`config.mk`:
```
export PLATFORM = sky130hd
export DESIGN_NAME = midi_uart_port
export DESIGN_NICKNAME = d
export VERILOG_FILES = /design/src/rtl/midi_pkg.sv /design/src/rtl/midi_tx_serializer.sv /design/src/rtl/midi_uart_port.sv
export SDC_FILE = /design/constraint.sdc
export NUM_CORES = 1
export LEC_CHECK = 0
export CELL_PAD_IN_SITES_DETAIL_PLACEMENT = 1
export CELL_PAD_IN_SITES_GLOBAL_PLACEMENT = 1
export CORE_ASPECT_RATIO = 1.25
export CORE_MARGIN = 5
export CORE_UTILIZATION = 41
export CTS_CLUSTER_DIAMETER = 200
export DETAILED_ROUTE_END_ITERATION = 10
export PLACE_DENSITY = 0.88
export SYNTH_ARGS = -nofsm -noshare
export SYNTH_HDL_FRONTEND = slang
export SYNTH_SLANG_ARGS = --single-unit
```
`constraint.sdc`:
```
create_clock -name CLOCK_25 -period 2.3 [get_ports CLOCK_25]
set_clock_uncertainty 0.1 [all_clocks]
set_input_delay 0.23 -clock CLOCK_25 [delete_from_list [all_inputs] [get_ports CLOCK_25]]
set_output_delay 0.23 -clock CLOCK_25 [all_outputs]
set_load 0.01 [all_outputs]
```
`src/rtl/midi_pkg.sv`:
```
// Shared constants, state encodings and helpers for the MIDI UART front end.
package midi_pkg;

  localparam logic [7:0] ST_SYSEX = 8'hF0;
  localparam logic [7:0] ST_EOX   = 8'hF7;
  localparam logic [7:0] RT_MIN   = 8'hF8;

  localparam int DEF_CLK_HZ = 25_000_000;
  localparam int DEF_BAUD   = 31_250;

  typedef enum logic [2:0] {RX_IDLE, RX_START, RX_DATA, RX_STOP, RX_WAITHI} rx_state_t;
  typedef enum logic [1:0] {TX_IDLE, TX_START, TX_DATA, TX_STOP} tx_state_t;

  function automatic int bit_cyc(input int clk_hz, input int baud);
    return clk_hz / baud;
  endfunction

  // Data bytes following a status byte; 0 means unbounded (sysex).
  function automatic logic [1:0] data_len(input logic [7:0] status);
    case (status[7:4])
      4'hC, 4'hD: return 2'd1;
      4'hF:       return 2'd0;
      default:    return 2'd2;
    endcase
  endfunction

endpackage

```
`src/rtl/midi_tx_serializer.sv`:
```
// MIDI byte serializer: start bit, 8 data bits LSB-first, stop bit, BIT_CYC clocks each.
module midi_tx_serializer
  import midi_pkg::*;
#(
  parameter int BIT_CYC = 800
) (
  input  logic       CLOCK_25,
  input  logic       reset_reg_N,
  input  logic       send_byte,
  input  logic [7:0] out_data,
  output logic       txd,
  output logic       out_ready
);

  localparam int CNT_W = $clog2(BIT_CYC);
  localparam logic [CNT_W-1:0] BIT_M1 = CNT_W'(BIT_CYC - 1);

  tx_state_t        state;
  logic [CNT_W-1:0] cnt;
  logic [2:0]       bit_idx;
  logic [7:0]       shift;

  // Requests outside TX_IDLE are never looked at, so a busy transmitter drops them.
  always_ff @(posedge CLOCK_25 or negedge reset_reg_N) begin
    if (!reset_reg_N) begin
      state     <= TX_IDLE;
      cnt       <= '0;
      bit_idx   <= '0;
      shift     <= '0;
      txd       <= 1'b1;
      out_ready <= 1'b1;
    end else begin
      case (state)
        TX_IDLE: begin
          if (send_byte) begin
            shift     <= out_data;
            txd       <= 1'b0;
            out_ready <= 1'b0;
            cnt       <= BIT_M1;
            state     <= TX_START;
          end
        end
        TX_START: begin
          if (cnt != '0) begin
            cnt <= cnt - 1'b1;
          end else begin
            txd     <= shift[0];
            cnt     <= BIT_M1;
            bit_idx <= '0;
            state   <= TX_DATA;
          end
        end
        TX_DATA: begin
          if (cnt != '0) begin
            cnt <= cnt - 1'b1;
          end else begin
            cnt <= BIT_M1;
            if (bit_idx == 3'd7) begin
              txd   <= 1'b1;
              state <= TX_STOP;
            end else begin
              bit_idx <= bit_idx + 1'b1;
              shift   <= {1'b0, shift[7:1]};
              txd     <= shift[1];
            end
          end
        end
        TX_STOP: begin
          if (cnt != '0) begin
            cnt <= cnt - 1'b1;
          end else begin
            out_ready <= 1'b1;
            state     <= TX_IDLE;
          end
        end
        default: state <= TX_IDLE;
      endcase
    end
  end

endmodule

```
`src/rtl/midi_uart_port.sv`:
```
// MIDI front end: RX deserializer, running-status parser with byteready stretcher,
// and the sysex-dump transmitter.
module midi_uart_port
  import midi_pkg::*;
#(
  parameter int CLK_HZ        = DEF_CLK_HZ,
  parameter int BAUD          = DEF_BAUD,
  parameter int BYTEREADY_CYC = 8
) (
  input  logic       CLOCK_25,
  input  logic       reset_reg_N,
  input  logic       midi_rxd,
  output logic       midi_txd,
  output logic       byteready,
  output logic [7:0] cur_status,
  output logic [7:0] midibyte_nr,
  output logic [7:0] midibyte,
  input  logic       midi_send_byte,
  input  logic [7:0] midi_out_data,
  output logic       midi_out_ready,
  output logic       rx_frame_err
);

  localparam int BIT_CYC = bit_cyc(CLK_HZ, BAUD);
  localparam int CNT_W   = $clog2(BIT_CYC);
  localparam logic [CNT_W-1:0] BIT_M1  = CNT_W'(BIT_CYC - 1);
  localparam logic [CNT_W-1:0] HALF_M1 = CNT_W'(BIT_CYC / 2 - 1);
  localparam int BR_W = $clog2(BYTEREADY_CYC + 1);
  localparam logic [BR_W-1:0] BR_M1 = BR_W'(BYTEREADY_CYC - 1);

  rx_state_t        rx_state;
  logic [1:0]       rx_sync;
  logic             rx_prev;
  logic [CNT_W-1:0] rx_cnt;
  logic [2:0]       rx_bit;
  logic [7:0]       rx_shift;
  logic             rx_valid;
  logic             rxd_s;

  assign rxd_s = rx_sync[1];

  // NOTE: every register here updates with <=, so all branches read the pre-edge
  // values; a blocking = would let later statements see half-updated state.
  always_ff @(posedge CLOCK_25 or negedge reset_reg_N) begin
    if (!reset_reg_N) begin
      rx_sync      <= 2'b11;
      rx_prev      <= 1'b1;
      rx_state     <= RX_IDLE;
      rx_cnt       <= '0;
      rx_bit       <= '0;
      rx_shift     <= '0;
      rx_valid     <= 1'b0;
      rx_frame_err <= 1'b0;
    end else begin
      rx_sync      <= {rx_sync[0], midi_rxd};
      rx_prev      <= rxd_s;
      rx_valid     <= 1'b0;
      rx_frame_err <= 1'b0;
      case (rx_state)
        RX_IDLE: begin
          if (!rxd_s && rx_prev) begin
            rx_cnt   <= HALF_M1;
            rx_state <= RX_START;
          end
        end
        RX_START: begin
          if (rx_cnt != '0) begin
            rx_cnt <= rx_cnt - 1'b1;
          end else if (rxd_s) begin
            rx_state <= RX_IDLE;
          end else begin
            rx_cnt   <= BIT_M1;
            rx_bit   <= '0;
            rx_state <= RX_DATA;
          end
        end
        RX_DATA: begin
          if (rx_cnt != '0) begin
            rx_cnt <= rx_cnt - 1'b1;
          end else begin
            rx_shift <= {rxd_s, rx_shift[7:1]};
            rx_cnt   <= BIT_M1;
            if (rx_bit == 3'd7) rx_state <= RX_STOP;
            else                rx_bit   <= rx_bit + 1'b1;
          end
        end
        RX_STOP: begin
          if (rx_cnt != '0) begin
            rx_cnt <= rx_cnt - 1'b1;
          end else if (rxd_s) begin
            rx_valid <= 1'b1;
            rx_state <= RX_IDLE;
          end else begin
            rx_frame_err <= 1'b1;
            rx_state     <= RX_WAITHI;
          end
        end
        RX_WAITHI: if (rxd_s) rx_state <= RX_IDLE;
        default:   rx_state <= RX_IDLE;
      endcase
    end
  end

  logic            rs_valid;
  logic            deliver;
  logic            nxt_rs;
  logic [7:0]      nxt_status;
  logic [7:0]      nxt_nr;
  logic [7:0]      nr_inc;
  logic [BR_W-1:0] br_cnt;

  assign nr_inc = (midibyte_nr == 8'hFF) ? midibyte_nr : midibyte_nr + 8'd1;

  // rx_shift holds the completed byte for the cycle rx_valid is high.
  always_comb begin
    deliver    = 1'b0;
    nxt_rs     = rs_valid;
    nxt_status = cur_status;
    nxt_nr     = midibyte_nr;
    if (rx_valid && rx_shift < RT_MIN) begin
      if (rx_shift[7] && (rx_shift < ST_SYSEX || rx_shift == ST_SYSEX)) begin
        deliver    = 1'b1;
        nxt_status = rx_shift;
        nxt_nr     = 8'd0;
        nxt_rs     = 1'b1;
      end else if (rx_shift == ST_EOX) begin
        if (cur_status == ST_SYSEX) begin
          deliver = 1'b1;
          nxt_nr  = nr_inc;
          nxt_rs  = 1'b0;
        end
      end else if (rx_shift[7]) begin
        nxt_rs = 1'b0;
      end else if (rs_valid) begin
        deliver = 1'b1;
        case (data_len(cur_status))
          2'd2:    nxt_nr = (midibyte_nr == 8'd1) ? 8'd2 : 8'd1;
          2'd1:    nxt_nr = 8'd1;
          default: nxt_nr = nr_inc;
        endcase
      end
    end
  end

  always_ff @(posedge CLOCK_25 or negedge reset_reg_N) begin
    if (!reset_reg_N) begin
      rs_valid    <= 1'b0;
      cur_status  <= 8'h00;
      midibyte_nr <= 8'd0;
      midibyte    <= 8'd0;
      byteready   <= 1'b0;
      br_cnt      <= '0;
    end else begin
      rs_valid <= nxt_rs;
      if (deliver) begin
        cur_status  <= nxt_status;
        midibyte_nr <= nxt_nr;
        midibyte    <= rx_shift;
        byteready   <= 1'b1;
        br_cnt      <= BR_M1;
      end else if (br_cnt != '0) begin
        br_cnt <= br_cnt - 1'b1;
      end else begin
        byteready <= 1'b0;
      end
    end
  end

  midi_tx_serializer #(.BIT_CYC(BIT_CYC)) u_tx (
    .CLOCK_25    (CLOCK_25),
    .reset_reg_N (reset_reg_N),
    .send_byte   (midi_send_byte),
    .out_data    (midi_out_data),
    .txd         (midi_txd),
    .out_ready   (midi_out_ready)
  );

endmodule
```
==> results_dict.tcl <==
set metrics [dict create \
    status "finished with violations" \
    failed_checks "setup timing" \
    r2r_cells 5 \
    ir_drop_v 0.000444 \
    wl_mm 12.5 \
    wl_per_cell_um 19.5 \
    dp_hpwl_mm 8.00 \
    worstSetupStartpointType "register" \
    end_kind "register" \
    switching_share_pct 35.9 \
    maxSlewHeadroom_pct 54.5 \
    final_nets 531 \
    diodes 0 \
    min_period_ns 2.44 \
    synth_nets 451 \
    globalRouteTotalUtil_pct 19.6 \
    grt_max_degree 44 \
    p_sw_w 0.00200 \
    tightest_slew_ns 0.681 \
    clock_sinks 84 \
    initial_utilization_pct 41.3 \
    chipHeight_um 125 \
    mostFrequentLayoutCell "dfrtp_1" \
    clockRootBuffer "clkbuf_16" \
    arrival_ns 2.57 \
    nFillCells 1142 \
    first_pass_iters 4 \
    final-hold-violation-count 0 \
    drv_cap 0 \
    final.period_utilization_pct 106 \
    synth_cells 424 \
    viasPerCell 5.80 \
    reg2reg_slack_ns -0.14 \
    row_count 42 \
    syn_to_final_growth_pct 29.7 \
    drcViolationCount 0 \
    whs_ns 0.183 \
    ys_types 63 \
    die_w_um 102 \
    clk_pin_slew_ns 0.07 \
    core_um2 10500 \
    rr_endpoint "rx_cnt[8]" \
    synth_area_per_cell_um2 10.2 \
    die_area_um2 12700 \
    final_util_pct 53.5 \
    slowest_delay_ns 0.68 \
    drive_gt1_share_pct 25.0 \
    grt_pass1_vias 4105 \
    p_leak_nw 2.53 \
    cts-htree-levels 3 \
    detail-route-antenna-nets 0 \
    route.vias.total 3718 \
    grt_pass1_wl_mm 19.9 \
    path_class "reg -> reg" \
    final_cell_mix "dfrtp_1 (79), nand2_1 (50), buf_4 (42), clkdlybuf4s50_1 (38), mux2_2 (31)" \
    synth_seq_cells 84 \
    p_per_area_nw_per_um2 998 \
    crit_slowest_cell "a2111oi_1" \
    p_clk_share_pct 25.7 \
    grt.overflow.total 0 \
    drt_iter0_drc 167 \
    required_ns 2.43 \
    drv_slew 0 \
    crit_family "compound AO/OA/AOI/OAI gates" \
    cts_buffer_depth 2 \
    synth_edf_count 0 \
    clock_latency_ns 0.35 \
    grt_antenna_before_repair 0 \
    hp-class "in -> async" \
    numPortBuffers 39 \
    design.portCount 40 \
    cp_max_fo 10 \
    gp_congestion 0.852 \
    layout_setup_ws_ns -0.138 \
    setup_viol 10 \
    grt_setup_unrepaired "true" \
    cts_buffers 9 \
    p_int_w 0.00358 \
    syn_area_um2 4320 \
    timing.rr.start "rx_state[1]" \
    pwr-share-seq_pct 37.2 \
    pwr-share-comb_pct 37.0 \
    synthArstFlopShare_pct 100 \
    ys_seq_area_share_pct 48.9 \
    timing.fmax_ghz 0.410 \
    ys.flop_type "dfrtp_1" \
    yosysWarnings 0 \
    cp_cell_sequence "nor2_1 -> a21oi_1 -> a2111oi_1 -> xnor2_1 -> nand2_1" \
    path_buf_inv 0 \
    cts_tree "built" \
]
==> metrics by stage <==
step                      total power [W]  TNS, ns  area, um^2  worst slack [ns]  std cells
final                             0.00558   -0.831        5600            -0.138        641
after global routing              0.00594    -1.72        5600            -0.186        641
after CTS                         0.00551   -0.472        5480            -0.111        637
after detailed placement          0.00401   -0.472        5130            -0.116        617
after global placement            0.00385  -0.0511        5130           -0.0255        617
after floorplan                   0.00327        0        4330           0.00509        424
==> synth_stat cells, types with 3 or more instances <==
master     instances  area [um^2]
xnor2_1            6         52.6
nand4_1            6         37.5
clkbuf_1          13         48.8
nor2b_1            3         18.8
and3_1             4         25.0
o2bb2ai_1          4         35.0
a211o_1            3         26.3
nand2b_1           4         25.0
dfstp_2            5          131
a21o_1             5         37.5
nor3b_1            4         30.0
nor3_1            12         60.1
ha_1              15          188
a21oi_1           27          135
mux2_2            32          360
dfrtp_1           79         1980
nand3_1           10         50.1
a2bb2oi_1          4         35.0
or3_1              6         37.5
nor2_1            27          101
o21a_1             5         37.5
inv_1             20         75.1
o21ai_0           17         85.1
nand2_1           50          188
a211oi_1           3         22.5
o31ai_1            8         60.1
o211ai_1           3         22.5
a31oi_1            5         31.3
==> metal layers <==
| layer | vias up | wire [um] | GRT usage [%] |
|---|---|---|---|
| li1 | 1704 | - | - |
| met1 | 1883 | 4900 | 22.5 |
| met2 | 99 | 6650 | 34.2 |
| met3 | 32 | 552 | 4.31 |
| met4 | 0 | 401 | 8.29 |
| met5 | - | 0 | 0 |
==> power groups by stage <==
stage / sequential [W] / clock (W) / combinational, W
3_5_place_dp: 0.00206 / 0 / 0.00195
5_1_grt: 0.00211 / 0.00153 / 0.00230
3_3_place_gp: 0.00203 / 0 / 0.00182
6_report: 0.00208 / 0.00144 / 0.00207
4_1_cts: 0.00205 / 0.00146 / 0.00200
2_1_floorplan: 0.00201 / 0 / 0.00126
==> cell type report <==
class	count	area, um^2	share of cell area (%)
Multi-Input combinational cell	305	2200	39.2
Sequential cell	84	2110	37.7
Timing Repair Buffer	84	757	13.5
Clock buffer	9	225	4.03
Tap cell	132	165	2.95
Inverter	20	75.1	1.34
Clock inverter	7	68.8	1.23
==> flip-flops by register name (all words and copies together), names as in the netlist, 2 cells and up <==
register	cells
rx_state	3
u_tx.shift	8
rx_cnt	10
midibyte	8
midibyte_nr	8
br_cnt	4
rx_shift	8
rx_sync	2
u_tx.state	2
rx_bit	3
u_tx.bit_idx	3
u_tx.cnt	10
cur_status	8
==> worst max-delay path by stage <==
stage / start / endpoint / cells after the start
2_1_floorplan: rx_cnt[0] / rx_bit[2] / 7
4_1_cts: rx_cnt[0] / rx_cnt[5] / 7
3_3_place_gp: rx_cnt[0] / rx_cnt[6] / 7
3_5_place_dp: rx_cnt[1] / rx_cnt[5] / 7
5_1_grt: rx_cnt[0] / rx_cnt[5] / 7
6_report: rx_state[1] / rx_cnt[8] / 5
==> cell families after synthesis <==
| kind of cell | after synthesis | synth area share, % |
|---|---|---|
| AO/OA/AOI/OAI | 106 | 16.8 |
| XOR/XNOR | 6 | 1.22 |
| adder cells (fa/ha/maj) | 15 | 4.35 |
| buffers and inverters | 35 | 3.07 |
| flip-flops | 84 | 48.9 |
| multiplexers | 33 | 8.58 |
| AND/OR/NAND/NOR | 145 | 17.1 |
==> worst reg2reg max path: cells and delay by family (launching register included) <==
kind	cells	cell delay [ns]
AOI/OAI and AO/OA	2	0.97
xor gates and xnor gates	1	0.23
DFF	1	0.51
and+or+nand+nor	2	0.52
==> repair_timing <==
action	in CTS	in global routing
hold buffers	1	0
gates resized for setup	7	19
pin swaps	2	4
hold endpoints to repair	53	0
buffers inserted	3	5
setup endpoints to repair	12	24
Note: power is estimated with default switching activity, not from simulation.
